===== config.mk =====
export PLATFORM = sky130hd
export DESIGN_NAME = traffic_timing_config_flat
export DESIGN_NICKNAME = d
export VERILOG_FILES = /design/src/rtl/traffic_pkg.sv /design/src/rtl/traffic_timing_config_if.sv /design/src/rtl/button_debouncer.sv /design/src/rtl/traffic_timing_config.sv /design/src/flat_wrapper.sv
export SDC_FILE = /design/constraint.sdc
export NUM_CORES = 1
export LEC_CHECK = 0
export ABC_AREA = 1
export BUFFER_PORTS_ARGS = -buffer_cell sky130_fd_sc_hd__buf_2
export CORE_MARGIN = 2
export CORE_UTILIZATION = 40
export CTS_CLUSTER_SIZE = 25
export DETAILED_ROUTE_END_ITERATION = 10
export GPL_ROUTABILITY_DRIVEN = 0
export SLEW_MARGIN = 20
export SYNTH_ARGS = -nofsm -noshare
export SYNTH_HDL_FRONTEND = slang
export SYNTH_SLANG_ARGS = --single-unit

===== constraint.sdc =====
create_clock -name clock -period 1.5 [get_ports clock]
set_input_delay 0.15 -clock clock [delete_from_list [all_inputs] [get_ports clock]]
set_output_delay 0.15 -clock clock [all_outputs]
set_load 0.005 [all_outputs]

===== src/rtl/traffic_pkg.sv =====
// Shared definitions for the traffic light configuration stage.
// Contents: edit FSM state encoding, BCD digit limits and a saturating step helper.
package traffic_pkg;

    localparam logic [1:0] RUN          = 2'd0;
    localparam logic [1:0] EDIT_COUNTRY = 2'd1;
    localparam logic [1:0] EDIT_YELLOW  = 2'd2;

    localparam logic [3:0] BCD_MIN = 4'd1;
    localparam logic [3:0] BCD_MAX = 4'd9;

    // Increment or decrement a single digit, clamped to [lo, hi].
    // When neither or both of inc/dec are set, the value is held.
    function automatic logic [3:0] sat_step(input logic [3:0] v, input logic inc,
                                            input logic dec, input logic [3:0] lo,
                                            input logic [3:0] hi);
        logic [3:0] r;
        r = v;
        if (inc && !dec) begin
            r = (v >= hi) ? hi : v + 4'd1;
        end else if (dec && !inc) begin
            r = (v <= lo) ? lo : v - 4'd1;
        end
        return r;
    endfunction

endpackage


===== src/rtl/traffic_timing_config_if.sv =====
// Front-panel / controller bundle of the timing configuration stage.
// Buttons: btn_mode_async, btn_up_async, btn_down_async (raw, active-high).
// Results: time_country, time_yellow (committed), editing, edit_field, edit_value,
//          config_update (one-cycle pulse after a commit).
// master: the panel/controller side; slave: the configuration stage.
interface traffic_timing_config_if;

    logic       btn_mode_async;
    logic       btn_up_async;
    logic       btn_down_async;
    logic [3:0] time_country;
    logic [3:0] time_yellow;
    logic       editing;
    logic       edit_field;
    logic [3:0] edit_value;
    logic       config_update;

    modport master (
        output btn_mode_async, btn_up_async, btn_down_async,
        input  time_country, time_yellow, editing, edit_field, edit_value, config_update
    );

    modport slave (
        input  btn_mode_async, btn_up_async, btn_down_async,
        output time_country, time_yellow, editing, edit_field, edit_value, config_update
    );

endinterface


===== src/rtl/button_debouncer.sv =====
// Push-button conditioner: 2-flop synchroniser, debouncer and rising-edge detector.
// Ports: clock, reset (sync, active-high), btn_async (raw button),
//        press (one-cycle pulse per debounced rising edge, registered).
module button_debouncer #(
    parameter int unsigned DEBOUNCE_CYCLES = 16
) (
    input  logic clock,
    input  logic reset,
    input  logic btn_async,
    output logic press
);

    localparam int unsigned CW = $clog2(DEBOUNCE_CYCLES + 1);
    // The cycle that would bring the count to DEBOUNCE_CYCLES flips stable instead.
    localparam logic [CW-1:0] CntLast = CW'(DEBOUNCE_CYCLES - 1);

    logic          sync1_q;
    logic          sync2_q;
    logic          stable_q;
    logic          press_q;
    logic [CW-1:0] cnt_q;

    always_ff @(posedge clock) begin
        if (reset) begin
            sync1_q  <= 1'b0;
            sync2_q  <= 1'b0;
            stable_q <= 1'b0;
            press_q  <= 1'b0;
            cnt_q    <= '0;
        end else begin
            sync1_q <= btn_async;
            sync2_q <= sync1_q;
            press_q <= 1'b0;
            if (sync2_q == stable_q) begin
                cnt_q <= '0;
            end else if (cnt_q == CntLast) begin
                stable_q <= sync2_q;
                cnt_q    <= '0;
                press_q  <= sync2_q;  // only the accepted rising level makes a press
            end else begin
                cnt_q <= cnt_q + CW'(1);
            end
        end
    end

    assign press = press_q;

endmodule


===== src/rtl/traffic_timing_config.sv =====
// Timing configuration stage for the traffic light controller.
// Debounces the mode/up/down buttons and runs the RUN -> EDIT_COUNTRY -> EDIT_YELLOW
// edit loop. Edits happen on shadow copies; the committed time_country/time_yellow
// only change on the final mode press (or reset), so the controller never sees
// half-edited values. An idle edit is abandoned after EDIT_TIMEOUT press-free cycles.
// Ports: clock, reset (sync, active-high), cfg (slave side of traffic_timing_config_if).
module traffic_timing_config
    import traffic_pkg::*;
#(
    parameter int unsigned DEBOUNCE_CYCLES = 16,
    parameter int unsigned EDIT_TIMEOUT    = 1000,
    parameter logic [3:0]  COUNTRY_DEFAULT = 4'd5,
    parameter logic [3:0]  YELLOW_DEFAULT  = 4'd3,
    parameter logic [3:0]  MIN_VALUE       = BCD_MIN,
    parameter logic [3:0]  MAX_VALUE       = BCD_MAX
) (
    input logic                     clock,
    input logic                     reset,
    traffic_timing_config_if.slave  cfg
);

    localparam int unsigned IW = $clog2(EDIT_TIMEOUT + 1);
    localparam logic [IW-1:0] IdleLast = IW'(EDIT_TIMEOUT - 1);

    logic press_mode, press_up, press_down;

    button_debouncer #(.DEBOUNCE_CYCLES(DEBOUNCE_CYCLES)) u_db_mode (
        .clock     (clock),
        .reset     (reset),
        .btn_async (cfg.btn_mode_async),
        .press     (press_mode)
    );

    button_debouncer #(.DEBOUNCE_CYCLES(DEBOUNCE_CYCLES)) u_db_up (
        .clock     (clock),
        .reset     (reset),
        .btn_async (cfg.btn_up_async),
        .press     (press_up)
    );

    button_debouncer #(.DEBOUNCE_CYCLES(DEBOUNCE_CYCLES)) u_db_down (
        .clock     (clock),
        .reset     (reset),
        .btn_async (cfg.btn_down_async),
        .press     (press_down)
    );

    logic [1:0]    state_q, state_d;
    logic [3:0]    shadow_country_q, shadow_country_d;
    logic [3:0]    shadow_yellow_q, shadow_yellow_d;
    logic [3:0]    time_country_q, time_country_d;
    logic [3:0]    time_yellow_q, time_yellow_d;
    logic [IW-1:0] idle_q, idle_d;
    logic          update_q, update_d;
    logic          any_press;

    assign any_press = press_mode | press_up | press_down;

    always_comb begin
        state_d          = state_q;
        shadow_country_d = shadow_country_q;
        shadow_yellow_d  = shadow_yellow_q;
        time_country_d   = time_country_q;
        time_yellow_d    = time_yellow_q;
        update_d         = 1'b0;
        idle_d           = (state_q == RUN || any_press) ? '0 : idle_q + IW'(1);

        unique case (state_q)
            RUN: begin
                if (press_mode) begin
                    state_d          = EDIT_COUNTRY;
                    shadow_country_d = time_country_q;
                    shadow_yellow_d  = time_yellow_q;
                end
            end
            EDIT_COUNTRY, EDIT_YELLOW: begin
                // Mode outranks up/down; sat_step drops up+down together.
                if (press_mode) begin
                    if (state_q == EDIT_COUNTRY) begin
                        state_d = EDIT_YELLOW;
                    end else begin
                        state_d        = RUN;
                        time_country_d = shadow_country_q;
                        time_yellow_d  = shadow_yellow_q;
                        update_d       = 1'b1;
                    end
                end else if (!any_press && idle_q == IdleLast) begin
                    state_d = RUN;
                end else if (state_q == EDIT_COUNTRY) begin
                    shadow_country_d = sat_step(shadow_country_q, press_up, press_down,
                                                MIN_VALUE, MAX_VALUE);
                end else begin
                    shadow_yellow_d = sat_step(shadow_yellow_q, press_up, press_down,
                                               MIN_VALUE, MAX_VALUE);
                end
            end
            default: state_d = RUN;
        endcase
    end

    always_ff @(posedge clock) begin
        if (reset) begin
            state_q          <= RUN;
            shadow_country_q <= COUNTRY_DEFAULT;
            shadow_yellow_q  <= YELLOW_DEFAULT;
            time_country_q   <= COUNTRY_DEFAULT;
            time_yellow_q    <= YELLOW_DEFAULT;
            idle_q           <= '0;
            update_q         <= 1'b0;
        end else begin
            state_q          <= state_d;
            shadow_country_q <= shadow_country_d;
            shadow_yellow_q  <= shadow_yellow_d;
            time_country_q   <= time_country_d;
            time_yellow_q    <= time_yellow_d;
            idle_q           <= idle_d;
            update_q         <= update_d;
        end
    end

    // Outputs decode registered state only; no input-to-output path.
    always_comb begin
        cfg.time_country  = time_country_q;
        cfg.time_yellow   = time_yellow_q;
        cfg.editing       = (state_q != RUN);
        cfg.edit_field    = (state_q == EDIT_YELLOW);
        cfg.config_update = update_q;
        cfg.edit_value    = 4'd0;
        if (state_q == EDIT_COUNTRY) begin
            cfg.edit_value = shadow_country_q;
        end else if (state_q == EDIT_YELLOW) begin
            cfg.edit_value = shadow_yellow_q;
        end
    end

endmodule


===== src/flat_wrapper.sv =====
// flat-port wrapper written by rule: the top's interface ports become plain ports
module traffic_timing_config_flat import traffic_pkg::*;
#(
    parameter int unsigned DEBOUNCE_CYCLES = 16,
    parameter int unsigned EDIT_TIMEOUT    = 1000,
    parameter logic [3:0]  COUNTRY_DEFAULT = 4'd5,
    parameter logic [3:0]  YELLOW_DEFAULT  = 4'd3,
    parameter logic [3:0]  MIN_VALUE       = BCD_MIN,
    parameter logic [3:0]  MAX_VALUE       = BCD_MAX
)
  (clock, reset, cfg_btn_mode_async, cfg_btn_up_async, cfg_btn_down_async, cfg_time_country, cfg_time_yellow, cfg_editing, cfg_edit_field, cfg_edit_value, cfg_config_update);
  traffic_timing_config_if cfg_i ();
  input logic clock;
  input logic reset;
  input wire logic [$bits(cfg_i.btn_mode_async)-1:0] cfg_btn_mode_async;
  input wire logic [$bits(cfg_i.btn_up_async)-1:0] cfg_btn_up_async;
  input wire logic [$bits(cfg_i.btn_down_async)-1:0] cfg_btn_down_async;
  output wire logic [$bits(cfg_i.time_country)-1:0] cfg_time_country;
  output wire logic [$bits(cfg_i.time_yellow)-1:0] cfg_time_yellow;
  output wire logic [$bits(cfg_i.editing)-1:0] cfg_editing;
  output wire logic [$bits(cfg_i.edit_field)-1:0] cfg_edit_field;
  output wire logic [$bits(cfg_i.edit_value)-1:0] cfg_edit_value;
  output wire logic [$bits(cfg_i.config_update)-1:0] cfg_config_update;
  assign cfg_i.btn_mode_async = cfg_btn_mode_async;
  assign cfg_i.btn_up_async = cfg_btn_up_async;
  assign cfg_i.btn_down_async = cfg_btn_down_async;
  assign cfg_time_country = cfg_i.time_country;
  assign cfg_time_yellow = cfg_i.time_yellow;
  assign cfg_editing = cfg_i.editing;
  assign cfg_edit_field = cfg_i.edit_field;
  assign cfg_edit_value = cfg_i.edit_value;
  assign cfg_config_update = cfg_i.config_update;
  traffic_timing_config #(.DEBOUNCE_CYCLES(DEBOUNCE_CYCLES), .EDIT_TIMEOUT(EDIT_TIMEOUT), .COUNTRY_DEFAULT(COUNTRY_DEFAULT), .YELLOW_DEFAULT(YELLOW_DEFAULT), .MIN_VALUE(MIN_VALUE), .MAX_VALUE(MAX_VALUE)) u_core (.clock(clock), .reset(reset), .cfg(cfg_i));
endmodule

==> summary.md <==
| Metric | Value |
|---|---|
| Drt drc | `0` |
| WP data required | `1.35 ns` |
| Hold Vio Cnt, Final | `0` |
| Post-synth EDFFs | `0` |
| Syn Nets | `377` |
| Crit path from | `u_core.state_q[1]` |
| IO Port Bufs | `19` |
| Pre-CTS setup slack | `-0.0289 ns` |
| Cell taking the most area after synthesis | `dfxtp_1` |
| Clock root cell | `clkbuf_8` |
| Maximum VDD drop | `0.518 mV` |
| Most instantiated cells after synthesis | `62 x nand2_1, 56 x dfxtp_1, 49 x nor2_1, 48 x inv_1, 26 x a21oi_1` |
| Layout cells sized above 1 | `26.0%` |
| Placed Area | `0.00303 mm2` |
| H-Tree Depth | `2` |
| Gr usage total | `15.5%` |
| Post-layout minimum cycle time | `1.57 ns` |
| Startpoint types | `register` |
| NumNets Final | `429` |
| Final setup viols | `10` |
| Hold_sp | `cfg_btn_up_async` |
| Vias in the first global route | `2099` |
| Initial antenna violation count | `0` |
| Setup Skew | `0.00602 ns` |
| Peak Freq | `638 MHz` |
| Vias | `2299` |
| Syn avg cell area | `7.58 um2` |
| First-pass GRT wire length | `9230 um` |
| Clock Path Buffers | `2` |
| Wire length per cell | `11.2 um` |
| Pre-Repair DR Iteration Count | `6` |
| Cts bufs inserted | `5` |
| Syn-to-layout area delta | `22.0%` |
| Ranking of synthesized cells by area | `dfxtp_1 42%, nand2_1 8.7%, ha_1 8.4%` |
| Die width | `85.9 um` |
| Seq cells post-synth | `56` |
| Rel. slew slack | `68.4%` |
| Post-Place Cells | `470` |
| Die height | `85.9 um` |
| Total power | `2.40 mW` |
| CP max FO | `4` |
| Synth top area share | `41.8%` |
| Final Max Slew Viols | `0` |
| Critical path endpoint category | `output port` |
| Final setup TNS | `-0.367 ns` |
| Non-Filler Cell Area, Final | `0.00327 mm2` |
| Top-Level Pins | `20` |
| Starting Density | `41.8%` |
| Antenna Cells | `0` |
| Routed WL | `5410 um` |
| Synth Instances | `354` |
| Antenna Nets Post-Route | `0` |
| CTS tree | `built` |
| Post-route insts no fill | `484` |
| Post-synthesis cell type count | `30` |
| Clk pin slew, worst setup/hold paths | `0.11 ns` |
| CORE AREA | `0.00642 mm2` |
| Sequential share of the synthesized area | `41.8%` |
| Hold Crit Class | `input pin to register` |
| Slew at the pin closest to its max-slew limit | `0.473 ns` |
| Initial DRC count | `70` |
| Status | `finished with violations` |
| Row count | `29` |
| Multi-input gate area | `0.00142 mm2` |
| CTS Sinks | `56` |
| Register Area | `0.00113 mm2` |
| Final core utilization | `50.9%` |
| Synth Flop Type | `dfxtp_1` |
| Vias/cell | `4.75` |
| Top-count cell post-synth | `nand2_1` |
| Clock latency on the worst-skew pair | `0.32 ns` |
| WS Path Type | `register to output port` |
| Hold buffer count at cts | `0` |
| Syn. warnings | `0` |
| Final hold slack | `0.0277 ns` |
| Slack of the critical path | `-0.0668 ns` |
| Post-Syn Area | `0.00268 mm2` |
| Dpl hpwl | `4030 um` |
| Pwr Density | `735 mW/mm2` |
| Final period util | `104%` |
| CP Data Arrival Time | `1.42 ns` |
| Fraction of registers with async set/reset | `0%` |
| GRT overflow | `0` |
| Fillers | `618` |
| Largest net degree at the start of global routing | `19` |
| Max-Cap Viols | `0` |
| Leak Pwr | `1.40 nW` |
| FF-to-FF setup slack | `-0.06 ns` |
| Reg-to-Reg Start | `u_core.state_q[1]` |
| RSZ-0062 raised after global routing | `yes` |
| Violated checks | `setup timing` |
| Area of the die | `0.00738 mm2` |
[final timing paths]
kind	cells past startpoint	to
worst max-delay path	8	cfg_edit_value[0]
worst min-delay path	3	u_core.u_db_up.sync1_q
worst max register to register	10	u_core.shadow_yellow_q[3]
worst min register to register	2	u_core.u_db_up.sync2_q
[flip-flops by register name (all words and copies together), names as in the netlist, 2 cells and up]
signal and count:
u_core.u_db_mode.cnt_q 5, u_core.cfg.time_yellow 4, u_core.u_db_up.cnt_q 5, u_core.shadow_yellow_q 4, u_core.cfg.time_country 4, u_core.u_db_down.cnt_q 5, u_core.state_q 2, u_core.idle_q 10
u_core.shadow_country_q 4
[worst max-delay path, stage by stage, from the launching register on]
cell     delay [ns]
dfxtp_2        0.35
inv_2          0.04
buf_6          0.11
ha_4           0.15
inv_2          0.05
nand2_2        0.05
buf_6          0.13
o22ai_4        0.08
buf_2          0.13
[layout by cell type (no fill, tap or decap), types with 2 or more instances in the layout]
master	instances
a21oi_2	3
clkbuf_8	5
o21ai_0	11
nor2_1	47
ha_4	2
a21oi_1	25
o21ai_2	2
or2_2	2
nand3b_1	4
a211oi_1	3
nor2_2	3
nand2_2	7
buf_2	19
ha_2	5
inv_1	43
buf_6	2
nand2_1	59
xor2_1	3
inv_2	7
nor3b_1	3
o21bai_1	2
ha_1	11
nor3_1	2
dfxtp_2	8
o22ai_2	3
dfxtp_1	48
xnor2_1	2
o211ai_1	9
buf_4	31
nand3_1	25
[layout make-up]
type | instances | share of cell area [%]
Multi-Input combinational cell | 241 | 43.3
Sequential cell | 56 | 34.6
Timing Repair Buffer | 52 | 10.7
Inverter | 50 | 5.74
Tap cell | 77 | 2.94
Clock buffer | 5 | 2.10
Clock inverter | 3 | 0.650
[cell families after synthesis]
group	synth area share [%]
AND/OR/NAND/NOR	25.8
buffers and inverters	8.63
adder cells (fa/ha/maj)	8.40
AO/OA/AOI/OAI	13.8
flip-flops	41.8
XOR/XNOR	1.63
[power breakdown]
part           switching (mW)  leakage (nW)  internal, mW
sequential            0.00632         0.455          1.50
clock                   0.524        0.0445         0.333
combinational          0.0281         0.897        0.0164
total                   0.558          1.40          1.85
[repair_timing]
item,in CTS,in global routing
pin swaps,2,8
gates resized for setup,15,19
endpoints found under the setup margin,16,28
setup buffers,2,4
[per-layer routing]
layer  up-vias  GRT usage (%)  routed length, um  share of wire [%]
met3         6           2.98                117                2.2
met1      1023           20.3               2740                 51
met2        19           25.2               2470                 46
met5         -              0                  0                  0
met4         0           6.06                 78                1.4
li1       1251              -                  -                  -
Power figures use the tool's default switching activity.
